File: src/rtl/nib_seq_add32_pkg.sv
// rtl/nib_seq_add32_pkg.sv - shared constants and state type for the nibble-serial 32-bit adder
//
// Purpose: holds the FSM state encoding and nibble geometry used by
//          nib_seq_add32 and nib_slice4.
// Contents: state_e (IDLE/RUN/DONE), NIB_W, NIBBLES, NIB_IDX_W, LAST_NIB.

package nib_seq_add32_pkg;

    typedef enum logic [1:0] {
        IDLE = 2'd0,
        RUN  = 2'd1,
        DONE = 2'd2
    } state_e;

    localparam int NIB_W     = 4;
    localparam int NIBBLES   = 8;
    localparam int NIB_IDX_W = $clog2(NIBBLES);
    localparam logic [NIB_IDX_W-1:0] LAST_NIB = NIB_IDX_W'(NIBBLES - 1);

endpackage

File: src/rtl/nib_seq_add32_nib_slice4.sv
// rtl/nib_seq_add32_nib_slice4.sv - combinational 4-bit ripple adder built from full-adder cells
//
// Purpose: adds one nibble of each operand plus a carry-in.
// Ports:
//   i_a, i_b  4-bit addends
//   i_cin     carry into bit 0
//   o_sum     4-bit sum
//   o_cout    carry out of bit 3
//   o_c3      carry into bit 3 (used for signed overflow on the top nibble)

import nib_seq_add32_pkg::*;

module nib_slice4 (
    input  logic [NIB_W-1:0] i_a,
    input  logic [NIB_W-1:0] i_b,
    input  logic             i_cin,
    output logic [NIB_W-1:0] o_sum,
    output logic             o_cout,
    output logic             o_c3
);

    // w_carry[i] is the carry into bit i; w_carry[NIB_W] is the carry out.
    logic [NIB_W:0] w_carry;

    assign w_carry[0] = i_cin;

    for (genvar i = 0; i < NIB_W; i++) begin : g_fa
        assign o_sum[i]     = i_a[i] ^ i_b[i] ^ w_carry[i];
        assign w_carry[i+1] = (i_a[i] & i_b[i]) | (w_carry[i] & (i_a[i] ^ i_b[i]));
    end

    assign o_cout = w_carry[NIB_W];
    assign o_c3   = w_carry[NIB_W-1];

endmodule

File: src/rtl/nib_seq_add32.sv
// rtl/nib_seq_add32.sv - nibble-serial 32-bit adder with valid/ready handshakes
//
// Purpose: accepts a/b/cin, adds one nibble per cycle over 8 RUN cycles using a
//          single 4-bit slice, then presents sum/cout/ovf until consumed.
// Ports:
//   clk, rst_n            clock, synchronous active-low reset
//   in_valid, in_ready    operand handshake
//   a, b, cin             operands and carry-in
//   out_valid, out_ready  result handshake
//   sum, cout, ovf        result, carry out of bit 31, signed overflow

import nib_seq_add32_pkg::*;

module nib_seq_add32 (
    input  logic        clk,
    input  logic        rst_n,
    input  logic        in_valid,
    output logic        in_ready,
    input  logic [31:0] a,
    input  logic [31:0] b,
    input  logic        cin,
    output logic        out_valid,
    input  logic        out_ready,
    output logic [31:0] sum,
    output logic        cout,
    output logic        ovf
);

    state_e                 r_state;
    logic [31:0]            r_a;
    logic [31:0]            r_b;
    logic                   r_carry;
    logic [NIB_IDX_W-1:0]   r_nib_idx;
    logic [31:0]            r_sum;
    logic                   r_cout;
    logic                   r_ovf;
    logic                   r_out_valid;
    logic                   r_in_ready;

    logic [NIB_IDX_W+1:0]   w_bit_base;
    logic [NIB_W-1:0]       w_nib_a;
    logic [NIB_W-1:0]       w_nib_b;
    logic [NIB_W-1:0]       w_nib_sum;
    logic                   w_nib_cout;
    logic                   w_nib_c3;

    // Bit offset of the current nibble is nib_idx * 4.
    assign w_bit_base = {r_nib_idx, 2'b00};
    assign w_nib_a    = r_a[w_bit_base +: NIB_W];
    assign w_nib_b    = r_b[w_bit_base +: NIB_W];

    nib_slice4 u_slice (
        .i_a    (w_nib_a),
        .i_b    (w_nib_b),
        .i_cin  (r_carry),
        .o_sum  (w_nib_sum),
        .o_cout (w_nib_cout),
        .o_c3   (w_nib_c3)
    );

    always_ff @(posedge clk) begin
        if (!rst_n) begin
            r_state     <= IDLE;
            r_a         <= '0;
            r_b         <= '0;
            r_carry     <= 1'b0;
            r_nib_idx   <= '0;
            r_sum       <= '0;
            r_cout      <= 1'b0;
            r_ovf       <= 1'b0;
            r_out_valid <= 1'b0;
            r_in_ready  <= 1'b1;
        end else begin
            case (r_state)
                IDLE: begin
                    if (in_valid) begin
                        r_a        <= a;
                        r_b        <= b;
                        r_carry    <= cin;
                        r_nib_idx  <= '0;
                        r_in_ready <= 1'b0;
                        r_state    <= RUN;
                    end
                end
                RUN: begin
                    r_sum[w_bit_base +: NIB_W] <= w_nib_sum;
                    r_carry                    <= w_nib_cout;
                    r_nib_idx                  <= r_nib_idx + 1'b1;
                    if (r_nib_idx == LAST_NIB) begin
                        r_cout      <= w_nib_cout;
                        // Carry into the sign bit differs from carry out of it.
                        r_ovf       <= w_nib_cout ^ w_nib_c3;
                        r_out_valid <= 1'b1;
                        r_state     <= DONE;
                    end
                end
                DONE: begin
                    // in_ready only returns next cycle, so a same-cycle
                    // in_valid is never taken here.
                    if (out_ready) begin
                        r_out_valid <= 1'b0;
                        r_in_ready  <= 1'b1;
                        r_state     <= IDLE;
                    end
                end
                default: begin
                    r_state     <= IDLE;
                    r_out_valid <= 1'b0;
                    r_in_ready  <= 1'b1;
                end
            endcase
        end
    end

    assign in_ready  = r_in_ready;
    assign out_valid = r_out_valid;
    assign sum       = r_sum;
    assign cout      = r_cout;
    assign ovf       = r_ovf;

endmodule

File: config.mk
export PLATFORM = sky130hd
export DESIGN_NAME = nib_seq_add32
export DESIGN_NICKNAME = d
export VERILOG_FILES = /design/src/rtl/nib_seq_add32_pkg.sv /design/src/rtl/nib_seq_add32_nib_slice4.sv /design/src/rtl/nib_seq_add32.sv
export SDC_FILE = /design/constraint.sdc
export NUM_CORES = 1
export LEC_CHECK = 0
export ABC_AREA = 1
export CAP_MARGIN = 0
export CELL_PAD_IN_SITES_DETAIL_PLACEMENT = 1
export CELL_PAD_IN_SITES_GLOBAL_PLACEMENT = 1
export CORE_AREA = 2 2 116 118
export DETAILED_ROUTE_END_ITERATION = 7
export DIE_AREA = 0 0 118 120
export PLACE_DENSITY_LB_ADDON = 0.1
export SETUP_SLACK_MARGIN = 0.3
export SKIP_CTS_REPAIR_TIMING = 1
export SLEW_MARGIN = 20
export SYNTH_ARGS = -nofsm -noshare
export SYNTH_HDL_FRONTEND = slang
export SYNTH_SLANG_ARGS = --single-unit
File: constraint.sdc
create_clock -name clk -period 7.6 [get_ports clk]
set_input_delay 1.9 -clock clk [delete_from_list [all_inputs] [get_ports clk]]
set_output_delay 1.9 -clock clk [all_outputs]
set_load 0.03 [all_outputs]
==> run metrics <==
register area share after synthesis=44.4%; share of flip-flops with an asynchronous set or reset=0%; crit-path max FO=52; drt initial violations=149; diode count=0; Layout Cells excl Fill=962; RSZ-0062 raised after global routing=false; clock skew=0.00563 ns; CP required=7.88 ns; Port Buf Inserts=104; WS Path Type=reg -> reg; total number of vias=4603; first-pass GRT wire length=22.2 mm; number of flops mapped to enable cells by yosys=0; total CTS buffers=9; Final period util=51.1%; status=complete, no violations; hpwl dp=9.39 mm; Clock Path Buffers=2; slew margin rel.=40.5%; Psw=0.000365 W; Clock Sink Count=106; row count=42; root buf cell=clkbuf_16; final hold violation count=0; Int Power=0.000951 W; post-synth top area cell=dfxtp_1; # IOs=105; drt first pass iters=4; crit end category=flop; Die W=118 µm; total negative slack=0 ns; DR WL/cell=13.7 µm; pwr dens=213 nW/µm²; crit path DAT=4.17 ns; Setup violations, final=0; Critical-path top delay cell=fa_1; cells along the critical path=buf_4 > inv_2 > o21ai_0 > nand3_1 > nand2_1 > fa_1 > inv_1 > fa_1 > inv_1 > fa_1 > inv_1 > fa_1 > nand3_1 > nor2_1 > nand3_1 > a21oi_1; starting density of the core=36.9%; full die area=14200 µm²; Layout area overhead=29.4%; DRC viols=0; antenna violations before repair=0; type of the most critical hold path=reg -> reg; synthesized area=4780 µm²; die height=120 µm; Routed Antenna Nets=0; Comb pwr share=17.9%; most common cell after layout, fill and taps aside=nor2_1; layout filler cell count=1719; Clk pwr share=36.2%; top_reg_cell synth=dfxtp_1; Vias/cell=4.78; grt ovf=0; # H-tree levels=3; total track usage=19.4%; switching part of the total=27.7%; drt total wl=13.2 mm; Tmin final=3.89 ns; pins over their slew limit=0; most frequent cells in the layout=nor2_1 (210), dfxtp_1 (105), clkdlybuf4s50_1 (103), nand2_1 (101), o21ai_0 (95); Max Fclk=257 MHz; max-cap violations=0; Post-layout nets=863; Reg power frac=45.9%; layout cells sized above 1=3.18%; Reg clk slew, reported paths=0.07 ns; cell mode on critical path=fa_1; vias in the first global route=4664; largest net degree at the start of global routing=97; worst slew pin tran=0.891 ns; Final Wtd Congestion=0.834; CP startpoint kind=flop; Syn Area/Cell=6.82 µm²; CTS tree=built; synth top area cells=dfxtp_1 (44%), nor2_1 (16%), o21ai_0 (9.9%); Placed Cells incl. Taps=948; Synth Warn #=0; sum of buffers and inverters on the critical path=5; core region area=13000 µm²; post-synth top area share=44.4%; VDD IR max=0.0917 mV; Yosys cell types=26; family with the most delay on the worst path=adder cells; Post-Synthesis Cells=701; worst skew pair latency=0.35 ns; CP peak stage delay=0.56 ns; register bit total from synthesis=106; syn_nets=781; leak pwr=2.57 nW
==> worst paths after layout <==
kind,end,slack (ns),start,cells after the start
max,sum[7]$_SDFFE_PN0P_,3.71,r_nib_idx[0]$_SDFFE_PN0P_,16
min reg2reg,r_b[20]$_SDFFE_PN0P_,0.46,r_b[20]$_SDFFE_PN0P_,2
max reg2reg,sum[7]$_SDFFE_PN0P_,3.71,r_nib_idx[0]$_SDFFE_PN0P_,16
min,r_b[20]$_SDFFE_PN0P_,0.46,r_b[20]$_SDFFE_PN0P_,2
==> metal layers <==
metal | wire [µm] | track usage, % | up-vias | part of all wire [%]
met3 | 339 | 2.47 | 12 | 2.6
met5 | 0 | 0 | - | 0
met4 | 221 | 7.68 | 0 | 1.7
li1 | - | - | 2390 | -
met1 | 5930 | 23.1 | 2135 | 45
met2 | 6740 | 35.4 | 66 | 51
==> area by class of cell <==
cell class                      count  area, µm²  share of cell area [%]
Clock inverter                      2       37.5                   0.606
Multi-Input combinational cell    508       2300                    37.1
Inverter                           50        188                    3.03
Clock buffer                       12        256                    4.14
Sequential cell                   106       2120                    34.3
Timing Repair Buffer              108       1070                    17.2
Tap cell                          176        220                    3.56
==> flip-flops by register name, summed over array words and instances (netlist names) <==
name / flops
r_a: 32
r_state: 2
out_valid: 1
ovf: 1
sum: 32
r_nib_idx: 3
cout: 1
in_ready: 1
r_b: 32
r_carry: 1
==> tightest hold or removal path, delay by kind of cell, from the launching register on <==
kind / cells / cell delay [ns]
DFF: 1 / 0.30
buffers and inverters: 1 / 0.06
AOI/OAI and AO/OA: 1 / 0.05
==> cell usage after synthesis, drive strengths merged (2+ instances only) <==
library cell,number
nand3,29
o21ai,96
dfxtp,106
clkinv,2
o211ai,4
nor2,211
inv,48
nand2,104
ha,7
clkbuf,18
buf,19
nor3,3
a21oi,43
fa,4
==> power groups by stage <==
stage	logic [W]	registers, W	clock network [W]
finish	0.000236	0.000604	0.000477
global route	0.000269	0.000608	0.000511
CTS	0.000240	0.000604	0.000485
detailed placement	0.000239	0.000617	0
global placement	0.000232	0.000616	0
floorplan	0.000146	0.000620	0
==> through the flow <==
stage                     worst slack, ns  utilization, %  total power, W  hold slack (ns)  area, µm²
after floorplan                      4.57               -        0.000766            0.429       4780
after global placement               3.71            45.4        0.000848            0.437       5900
after detailed placement             3.59            45.4        0.000855            0.453       5900
after CTS                            3.68            47.7         0.00133            0.464       6190
after global routing                 3.39            47.7         0.00139            0.488       6190
final                                3.71            47.7         0.00132            0.458       6190
==> cell families (layout without fill, tap and decap cells) <==
logic type	Yosys count	in the layout	synth area share (%)
AND/OR/NAND/NOR	347	347	28.3
AO/OA/AOI/OAI	149	149	16.1
flip-flops	106	106	44.4
buffers and inverters	87	172	7.59
adder cells (fa/ha/maj)	11	11	3.51
XOR/XNOR	1	1	0.183
Note: power is estimated with default switching activity, not from simulation.
